==> src/rtl/core_alu_arbiter_if.sv <==
// Request/response/ALU bundle shared between two requesters, the arbiter and a shared ALU.
// The slave modport is the arbiter's view; master is the requester/ALU side.
interface core_alu_arbiter_if #(
    parameter int TAG_W = 4
);
    logic             req0_valid_i;
    logic             req1_valid_i;
    logic             req0_ready_o;
    logic             req1_ready_o;
    logic [1:0]       req0_grand_op_i;
    logic [1:0]       req1_grand_op_i;
    logic [1:0]       req0_op_i;
    logic [1:0]       req1_op_i;
    logic [31:0]      req0_r0_i;
    logic [31:0]      req1_r0_i;
    logic [31:0]      req0_r1_i;
    logic [31:0]      req1_r1_i;
    logic [31:0]      req0_pc_i;
    logic [31:0]      req1_pc_i;
    logic [TAG_W-1:0] req0_tag_i;
    logic [TAG_W-1:0] req1_tag_i;

    logic [1:0]       alu_grand_op_o;
    logic [1:0]       alu_op_o;
    logic [31:0]      alu_r0_o;
    logic [31:0]      alu_r1_o;
    logic [31:0]      alu_pc_o;
    logic [31:0]      alu_res_i;

    logic             rsp0_valid_o;
    logic             rsp1_valid_o;
    logic             rsp0_ready_i;
    logic             rsp1_ready_i;
    logic [31:0]      rsp0_res_o;
    logic [31:0]      rsp1_res_o;
    logic [TAG_W-1:0] rsp0_tag_o;
    logic [TAG_W-1:0] rsp1_tag_o;

    modport slave (
        input  req0_valid_i, req1_valid_i,
        input  req0_grand_op_i, req1_grand_op_i, req0_op_i, req1_op_i,
        input  req0_r0_i, req1_r0_i, req0_r1_i, req1_r1_i, req0_pc_i, req1_pc_i,
        input  req0_tag_i, req1_tag_i,
        output req0_ready_o, req1_ready_o,
        output alu_grand_op_o, alu_op_o, alu_r0_o, alu_r1_o, alu_pc_o,
        input  alu_res_i,
        output rsp0_valid_o, rsp1_valid_o, rsp0_res_o, rsp1_res_o, rsp0_tag_o, rsp1_tag_o,
        input  rsp0_ready_i, rsp1_ready_i
    );

    modport master (
        output req0_valid_i, req1_valid_i,
        output req0_grand_op_i, req1_grand_op_i, req0_op_i, req1_op_i,
        output req0_r0_i, req1_r0_i, req0_r1_i, req1_r1_i, req0_pc_i, req1_pc_i,
        output req0_tag_i, req1_tag_i,
        input  req0_ready_o, req1_ready_o,
        input  alu_grand_op_o, alu_op_o, alu_r0_o, alu_r1_o, alu_pc_o,
        output alu_res_i,
        input  rsp0_valid_o, rsp1_valid_o, rsp0_res_o, rsp1_res_o, rsp0_tag_o, rsp1_tag_o,
        output rsp0_ready_i, rsp1_ready_i
    );
endinterface

==> src/rtl/core_alu_arbiter.sv <==
// Two-requester arbiter for one shared combinational ALU, one result slot per requester.
// Latency: grant and ALU drive same cycle, rsp_valid one cycle after grant.
// Backpressure: a port is granted only if its slot is empty or drained this cycle; CORE_ALU_ARB_FIXED_PRIO_EN makes port 0 win ties.
module core_alu_arbiter #(
    parameter int TAG_W = 4
) (
    input  logic                 clk,
    input  logic                 rst,
    core_alu_arbiter_if.slave    bus
);

    typedef struct packed {
        logic [1:0]       grand_op;
        logic [1:0]       op;
        logic [31:0]      r0;
        logic [31:0]      r1;
        logic [31:0]      pc;
        logic [TAG_W-1:0] tag;
    } alu_req_t;

    typedef enum logic {
        SLOT_EMPTY = 1'b0,
        SLOT_FULL  = 1'b1
    } slot_state_t;

    alu_req_t         req_dat [2];
    alu_req_t         sel_dat;
    logic [1:0]       req_vld;
    logic [1:0]       rsp_rdy;
    logic [1:0]       elig;
    logic [1:0]       gnt;

    slot_state_t      slot_state [2];
    logic [31:0]      slot_res   [2];
    logic [TAG_W-1:0] slot_tag   [2];

    assign req_dat[0] = {bus.req0_grand_op_i, bus.req0_op_i, bus.req0_r0_i,
                         bus.req0_r1_i, bus.req0_pc_i, bus.req0_tag_i};
    assign req_dat[1] = {bus.req1_grand_op_i, bus.req1_op_i, bus.req1_r0_i,
                         bus.req1_r1_i, bus.req1_pc_i, bus.req1_tag_i};
    assign req_vld    = {bus.req1_valid_i, bus.req0_valid_i};
    assign rsp_rdy    = {bus.rsp1_ready_i, bus.rsp0_ready_i};

    // A full slot frees up in the same cycle it is drained, so no bubble between results.
    always_comb begin
        for (int i = 0; i < 2; i++) begin
            elig[i] = req_vld[i] && ((slot_state[i] == SLOT_EMPTY) || rsp_rdy[i]);
        end
    end

`ifdef CORE_ALU_ARB_FIXED_PRIO_EN
    always_comb begin
        gnt = 2'b00;
        if (!rst) begin
            gnt[0] = elig[0];
            gnt[1] = elig[1] && !elig[0];
        end
    end
`else
    // last_grant: 0 = port 0 granted most recently, 1 = port 1.
    logic last_grant;

    always_comb begin
        gnt = 2'b00;
        if (!rst) begin
            if (elig[0] && elig[1]) begin
                gnt[0] = last_grant;
                gnt[1] = !last_grant;
            end else begin
                gnt = elig;
            end
        end
    end

    always_ff @(posedge clk) begin
        if (rst) begin
            last_grant <= 1'b1;
        end else if (gnt[0]) begin
            last_grant <= 1'b0;
        end else if (gnt[1]) begin
            last_grant <= 1'b1;
        end
    end
`endif

    // Idle cycles present port 0 to the ALU; its result is simply not captured.
    assign sel_dat = gnt[1] ? req_dat[1] : req_dat[0];

    assign bus.alu_grand_op_o = sel_dat.grand_op;
    assign bus.alu_op_o       = sel_dat.op;
    assign bus.alu_r0_o       = sel_dat.r0;
    assign bus.alu_r1_o       = sel_dat.r1;
    assign bus.alu_pc_o       = sel_dat.pc;

    assign bus.req0_ready_o   = gnt[0];
    assign bus.req1_ready_o   = gnt[1];

    always_ff @(posedge clk) begin
        for (int i = 0; i < 2; i++) begin
            if (rst) begin
                slot_state[i] <= SLOT_EMPTY;
                slot_res[i]   <= '0;
                slot_tag[i]   <= '0;
            end else begin
                case (slot_state[i])
                    SLOT_EMPTY: begin
                        if (gnt[i]) begin
                            slot_state[i] <= SLOT_FULL;
                            slot_res[i]   <= bus.alu_res_i;
                            slot_tag[i]   <= sel_dat.tag;
                        end
                    end
                    SLOT_FULL: begin
                        if (gnt[i]) begin
                            slot_res[i]   <= bus.alu_res_i;
                            slot_tag[i]   <= sel_dat.tag;
                        end else if (rsp_rdy[i]) begin
                            slot_state[i] <= SLOT_EMPTY;
                        end
                    end
                    default: slot_state[i] <= SLOT_EMPTY;
                endcase
            end
        end
    end

    assign bus.rsp0_valid_o = (slot_state[0] == SLOT_FULL);
    assign bus.rsp1_valid_o = (slot_state[1] == SLOT_FULL);
    assign bus.rsp0_res_o   = slot_res[0];
    assign bus.rsp1_res_o   = slot_res[1];
    assign bus.rsp0_tag_o   = slot_tag[0];
    assign bus.rsp1_tag_o   = slot_tag[1];

endmodule

==> src/flat_wrapper.sv <==
// flat-port wrapper written by rule: the top's interface ports become plain ports
module core_alu_arbiter_flat 
#(
    parameter int TAG_W = 4
)
  (clk, rst, bus_req0_valid_i, bus_req1_valid_i, bus_req0_grand_op_i, bus_req1_grand_op_i, bus_req0_op_i, bus_req1_op_i, bus_req0_r0_i, bus_req1_r0_i, bus_req0_r1_i, bus_req1_r1_i, bus_req0_pc_i, bus_req1_pc_i, bus_req0_tag_i, bus_req1_tag_i, bus_req0_ready_o, bus_req1_ready_o, bus_alu_grand_op_o, bus_alu_op_o, bus_alu_r0_o, bus_alu_r1_o, bus_alu_pc_o, bus_alu_res_i, bus_rsp0_valid_o, bus_rsp1_valid_o, bus_rsp0_res_o, bus_rsp1_res_o, bus_rsp0_tag_o, bus_rsp1_tag_o, bus_rsp0_ready_i, bus_rsp1_ready_i);
  core_alu_arbiter_if #(.TAG_W(TAG_W)) bus_i ();
  input  logic clk;
  input  logic rst;
  input wire logic [$bits(bus_i.req0_valid_i)-1:0] bus_req0_valid_i;
  input wire logic [$bits(bus_i.req1_valid_i)-1:0] bus_req1_valid_i;
  input wire logic [$bits(bus_i.req0_grand_op_i)-1:0] bus_req0_grand_op_i;
  input wire logic [$bits(bus_i.req1_grand_op_i)-1:0] bus_req1_grand_op_i;
  input wire logic [$bits(bus_i.req0_op_i)-1:0] bus_req0_op_i;
  input wire logic [$bits(bus_i.req1_op_i)-1:0] bus_req1_op_i;
  input wire logic [$bits(bus_i.req0_r0_i)-1:0] bus_req0_r0_i;
  input wire logic [$bits(bus_i.req1_r0_i)-1:0] bus_req1_r0_i;
  input wire logic [$bits(bus_i.req0_r1_i)-1:0] bus_req0_r1_i;
  input wire logic [$bits(bus_i.req1_r1_i)-1:0] bus_req1_r1_i;
  input wire logic [$bits(bus_i.req0_pc_i)-1:0] bus_req0_pc_i;
  input wire logic [$bits(bus_i.req1_pc_i)-1:0] bus_req1_pc_i;
  input wire logic [$bits(bus_i.req0_tag_i)-1:0] bus_req0_tag_i;
  input wire logic [$bits(bus_i.req1_tag_i)-1:0] bus_req1_tag_i;
  output wire logic [$bits(bus_i.req0_ready_o)-1:0] bus_req0_ready_o;
  output wire logic [$bits(bus_i.req1_ready_o)-1:0] bus_req1_ready_o;
  output wire logic [$bits(bus_i.alu_grand_op_o)-1:0] bus_alu_grand_op_o;
  output wire logic [$bits(bus_i.alu_op_o)-1:0] bus_alu_op_o;
  output wire logic [$bits(bus_i.alu_r0_o)-1:0] bus_alu_r0_o;
  output wire logic [$bits(bus_i.alu_r1_o)-1:0] bus_alu_r1_o;
  output wire logic [$bits(bus_i.alu_pc_o)-1:0] bus_alu_pc_o;
  input wire logic [$bits(bus_i.alu_res_i)-1:0] bus_alu_res_i;
  output wire logic [$bits(bus_i.rsp0_valid_o)-1:0] bus_rsp0_valid_o;
  output wire logic [$bits(bus_i.rsp1_valid_o)-1:0] bus_rsp1_valid_o;
  output wire logic [$bits(bus_i.rsp0_res_o)-1:0] bus_rsp0_res_o;
  output wire logic [$bits(bus_i.rsp1_res_o)-1:0] bus_rsp1_res_o;
  output wire logic [$bits(bus_i.rsp0_tag_o)-1:0] bus_rsp0_tag_o;
  output wire logic [$bits(bus_i.rsp1_tag_o)-1:0] bus_rsp1_tag_o;
  input wire logic [$bits(bus_i.rsp0_ready_i)-1:0] bus_rsp0_ready_i;
  input wire logic [$bits(bus_i.rsp1_ready_i)-1:0] bus_rsp1_ready_i;
  assign bus_i.req0_valid_i = bus_req0_valid_i;
  assign bus_i.req1_valid_i = bus_req1_valid_i;
  assign bus_i.req0_grand_op_i = bus_req0_grand_op_i;
  assign bus_i.req1_grand_op_i = bus_req1_grand_op_i;
  assign bus_i.req0_op_i = bus_req0_op_i;
  assign bus_i.req1_op_i = bus_req1_op_i;
  assign bus_i.req0_r0_i = bus_req0_r0_i;
  assign bus_i.req1_r0_i = bus_req1_r0_i;
  assign bus_i.req0_r1_i = bus_req0_r1_i;
  assign bus_i.req1_r1_i = bus_req1_r1_i;
  assign bus_i.req0_pc_i = bus_req0_pc_i;
  assign bus_i.req1_pc_i = bus_req1_pc_i;
  assign bus_i.req0_tag_i = bus_req0_tag_i;
  assign bus_i.req1_tag_i = bus_req1_tag_i;
  assign bus_req0_ready_o = bus_i.req0_ready_o;
  assign bus_req1_ready_o = bus_i.req1_ready_o;
  assign bus_alu_grand_op_o = bus_i.alu_grand_op_o;
  assign bus_alu_op_o = bus_i.alu_op_o;
  assign bus_alu_r0_o = bus_i.alu_r0_o;
  assign bus_alu_r1_o = bus_i.alu_r1_o;
  assign bus_alu_pc_o = bus_i.alu_pc_o;
  assign bus_i.alu_res_i = bus_alu_res_i;
  assign bus_rsp0_valid_o = bus_i.rsp0_valid_o;
  assign bus_rsp1_valid_o = bus_i.rsp1_valid_o;
  assign bus_rsp0_res_o = bus_i.rsp0_res_o;
  assign bus_rsp1_res_o = bus_i.rsp1_res_o;
  assign bus_rsp0_tag_o = bus_i.rsp0_tag_o;
  assign bus_rsp1_tag_o = bus_i.rsp1_tag_o;
  assign bus_i.rsp0_ready_i = bus_rsp0_ready_i;
  assign bus_i.rsp1_ready_i = bus_rsp1_ready_i;
  core_alu_arbiter #(.TAG_W(TAG_W)) u_core (.clk(clk), .rst(rst), .bus(bus_i));
endmodule
==> config.mk <==
export PLATFORM = sky130hd
export DESIGN_NAME = core_alu_arbiter_flat
export DESIGN_NICKNAME = d
export VERILOG_FILES = /design/src/rtl/core_alu_arbiter_if.sv /design/src/rtl/core_alu_arbiter.sv /design/src/flat_wrapper.sv
export SDC_FILE = /design/constraint.sdc
export NUM_CORES = 1
export LEC_CHECK = 0
export ABC_CLOCK_PERIOD_IN_PS = 6900
export BUFFER_PORTS_ARGS = -buffer_cell sky130_fd_sc_hd__buf_2
export CAP_MARGIN = 10
export CORE_AREA = 2 2 164 166
export DETAILED_ROUTE_END_ITERATION = 16
export DIE_AREA = 0 0 166 168
export SYNTH_ARGS = -nofsm -noshare
export SYNTH_HDL_FRONTEND = slang
export SYNTH_SLANG_ARGS = --single-unit
==> constraint.sdc <==
create_clock -name clk -period 6.9 [get_ports clk]
set_input_delay 0.345 -clock clk [delete_from_list [all_inputs] [get_ports clk]]
set_output_delay 0.345 -clock clk [all_outputs]
set_load 0.1 [all_outputs]
== Yosys cells after proc, flatten, opt, wreduce, memory -nomap -nowiden ==
Memory sizes are Yosys's and may differ from the RTL's.
Cells that the tools add are included.

* Bits in registers: 1
* Memory bits (writable): 74
* Output and inout bits: 176
* Word-level logic and storage cells: 68
* Memories: 3

* Multiplexer cells: 43
* Bitwise logic cells: 14
* Reductions and logical operators: 7

{| class="wikitable"
|+ Memory list
! memory !! words !! bits a word !! read ports !! clocked after Yosys merged registers in !! wr ports !! line !! RTL
|-
| u_core.slot_res || 2 || 32 || 2 || 0 || 2 || core_alu_arbiter.sv:34 || <nowiki>logic [31:0] slot_res [2];</nowiki>
|-
| u_core.slot_tag || 2 || 4 || 2 || 0 || 2 || core_alu_arbiter.sv:35 || <nowiki>logic [TAG_W-1:0] slot_tag [2];</nowiki>
|-
| u_core.slot_state || 2 || 1 || 2 || 0 || 2 || core_alu_arbiter.sv:33 || <nowiki>slot_state_t slot_state [2];</nowiki>
|}

{| class="wikitable"
|+ Operators by type and width
! cell !! count
|-
| $mux W32 || 4
|-
| $mux W104 || 1
|-
| $mux W1 || 32
|-
| $mux W4 || 4
|-
| $or A1 B1 Y1 || 12
|-
| $mux W2 || 2
|-
| $logic_and A1 B1 Y1 || 3
|-
| $logic_or A1 B1 Y1 || 2
|-
| $not A1 Y1 || 2
|-
| $reduce_bool A2 Y1 || 1
|-
| $logic_not A1 Y1 || 1
|}

== Longest topological paths before layout ==
* Depth in word-level cells: 12
* Gate-level depth with buffers: 7
* Gate-level depth less buffers: 4

== Worst setup path before layout ==
Ideal clock, no wire load.

* Path kind: reg-to-output
* From: memory u_core.slot_state[1] (netlist bit)
* To: output bus_req0_ready_o
* Arrival: 3.024 ns
* Data required time: 6.555 ns
* Slack: 3.531 ns
* Stages on the path, launching flop included: 7
* Buffers on the path: 2
* Cells stage by stage: edfxtp_1 > nor2b_1 > or3_1 > nand3_1 > buf_2 > buf_2 > nor2_1

{| class="wikitable"
|+ RTL lines
! item !! line !! RTL
|-
| start: declaration || core_alu_arbiter.sv:33 ||
|-
| end: declaration || flat_wrapper.sv:24 || <nowiki>output wire logic [$bits(bus_i.req0_ready_o)-1:0] bus_req0_ready_o;</nowiki>
|}

==> results.md <==
- Post-route DRC: 0
- Largest net degree at the start of global routing: slightly above 70
- Worst-Margin Slew: ~940 ps
- Simple-gate share of the synthesized area: between 10% and 20%
- Clk Latency, worst-skew pair: 330 ps
- DIE AREA: between 0.02 and 0.03 mm²
- Multi-input gate area: 0.00169 mm²
- Post-synth EDFFs: 74
- Crit path DAT: between 3000 and 4000 ps
- Cell Rows: 60
- Vias in the first global route: a little over 4000
- CTS tree: yes
- Clock skew: between 9 and 10 ps
- Max_cap viols: 0
- Result of the run: finished, final reports clean
- Post-CTS Setup Bufs: 0
- Post-synthesis register bit count: 75
- Die Span X: roughly 170 µm
- Post-route ant nets: 0
- Hold Buf Count CTS: 0
- Post-CTS sizing: 0
- Worst Setup Start Kind: flip-flop
- RSZ-0062 raised after global routing: no
- Routed WL: 17.1 mm
- Critical path peak fanout: 71
- CP dominant cell by count: buf_4
- Clock network fraction of total power: roughly 23%
- Post-synth top area share: between 40% and 50%
- Compound-Gate Fraction of Synth Area: 1.07%
- Syn Nets: 672
- TNS Setup: 0 ps
- Initial Util: between 10% and 20%
- CP Capture Type: output port
- HPWL after detailed placement: 14.2 mm
- CP required: between 6000 and 7000 ps
- FF+latch area: 0.00224 mm²
- Final hold slack: between 200 and 300 ps
- Clock buffer depth: 2
- Final worst slack: about 3300 ps
- Min Tclk post-route: around 3600 ps
- CP max stage cell: buf_4
- Post-synthesis adder-cell area fraction: 0%
- Final setup viols: 0
- Vias per std cell: ~3.9
- Layout area overhead: 41.5%
- Multiplexer share of the synthesized area: 23.4%
- Core area: 0.0264 mm²
- Routed len/inst: ~16 µm
- Die height: between 150 and 200 µm
- Synth async-reset ratio: 0%
- Nets@finish: about 1000
- Critical path class: flip-flop to output port
- P_sw: ~960 µW
- Switching Share: approximately 50%
- Num CTS Buffers: 9
- Reg clk slew, reported paths: ~60 ps
- Peak supply drop: about 0.00015 V
- Commonest cells post-synth: 101 x buf_4, 74 x edfxtp_1, 65 x nor2_1
- Largest family of logic cells by synthesized area: multiplexers
- Crit path largest cell delay: roughly 730 ps
- Post-synth cell types: 25
- Placed Area: around 0.0065 mm²
- Gpl congestion: about 0.94
- Post-Synthesis Cells: approximately 430
- Remaining Overflow, GRT: 0
- Slew margin rel.: 37.1%
- CTS sink count: 75
- Fmax: about 280 MHz
- I/O pins: 422
- H-tree depth: 3
- Power per cell area: approximately 290 mW/mm²
- Layout cells sized above 1: between 60% and 70%
- Synthesis Warnings: 0
- Internal power: 982 µW
- Vias: 4202
- Most instantiated library cell after synthesis: buf_4
- Yosys top cell by area: edfxtp_1
- Placed cells: ~1100
- Netlist Area Pre-Place: between 0.004 and 0.005 mm²
- Top cells by area, synth: edfxtp_1 46%, buf_4 16%, mux2_2 13%, mux2_1 11%, nor2_1 5.1%
- XOR/XNOR share of the synthesized area: 0%
- Final Cycle Share: between 50% and 60%
- Root Driver: clkbuf_16
- First-pass GRT wire length: ~24 mm
- Syn_area_per_cell: about 11 µm²
- Slew Limit Fails: 0
- Fin area: 0.00681 mm²
- Final Non-Filler Cells: between 1000 and 1500
- Dpl ws: between 3000 and 4000 ps
- Post-synth top flop: edfxtp_1
- Starting DRC count in detailed routing: 209
- # fillers: approximately 2800
- LEAKAGE: between 0.003 and 0.004 µW
- Gr usage total: between 10% and 20%
- Hold Path Class: primary input to flip-flop
- Final Hold Viols: 0
- Sequential power share: between 20% and 30%
- Crit-path cells: nand2b_1, nand2_1, a311oi_4, buf_4, buf_4, mux2_2, buf_2
- Pre-antenna DRT Iters: 4
- # port buffers: about 420
- Post-synthesis sequential area ratio: between 40% and 50%
- Combinational share of power: between 40% and 50%
- Antenna violations before repair: 4
==> cells in the final DEF (no fill, tap or decap), types with 4 or more instances in the layout <==
| cell | count |
|---|---|
| and2_1 | 4 |
| mux2_1 | 45 |
| edfxtp_1 | 74 |
| buf_2 | 421 |
| nor2_1 | 65 |
| mux2_2 | 55 |
| buf_4 | 6 |
| nand2_1 | 36 |
| clkbuf_16 | 9 |
| nor3b_1 | 4 |
==> final timing paths <==
check | cells past startpoint | end | startpoint | slack (ps)
worst min register to register | 2 | u_core.last_grant | u_core.last_grant | 610
worst max register to register | 6 | u_core.slot_tag[1][1] | u_core.slot_state[1] | 4360
worst min-delay path | 2 | u_core.slot_tag[1][0] | bus_req1_tag_i[0] | 300
worst max-delay path | 7 | bus_alu_pc_o[5] | u_core.slot_state[1] | 3320
==> power by group through the flow <==
stage / registers, µW / logic (µW) / clock network, µW
finish: 559 / 935 / 451
global route: 564 / 962 / 482
CTS: 560 / 939 / 463
detailed placement: 570 / 937 / 0
global placement: 568 / 936 / 0
floorplan: 853 / 549 / 0
==> metrics by stage <==
stage	utilization [%]	power [µW]
final	25.8	1950
after global routing	25.8	2010
after CTS	25.8	1960
after detailed placement	24.7	1510
after global placement	24.7	1500
after floorplan	-	1400
==> layout make-up <==
class / count / share of cell area, %
Antenna cell: 3 / 0.110
Clock buffer: 10 / 3.36
Clock inverter: 6 / 0.827
Inverter: 2 / 0.110
Multi-Input combinational cell: 226 / 24.8
Sequential cell: 75 / 32.9
Tap cell: 341 / 6.27
Timing Repair Buffer: 427 / 31.6
==> logic make-up (layout without fill, tap and decap cells) <==
kind of cell	count (synthesis)	after routing
compound gates	6	6
buf+inv	125	445
flops	75	75
mux	100	100
other cells	0	3
simple gates	120	120
==> flip-flops by register name, summed over array words and instances (netlist names) <==
signal             flops
u_core.slot_tag        8
u_core.slot_res       64
u_core.slot_state      2
u_core.last_grant      1
==> worst max-delay path, delay by kind of cell, from the launching register on <==
kind	cells	cell delay [ps]
buffers and inverters	3	1580
DFF	1	450
muxes	1	300
AOI/OAI and AO/OA	1	250
and+or+nand+nor	2	220
==> layer usage <==
layer,track usage (%),part of all wire [%]
met1,14.6,43
met2,18.9,47
met3,3.39,8.9
met4,3.02,0.99
met5,0,0.15
Power figures use the tool's default switching activity.
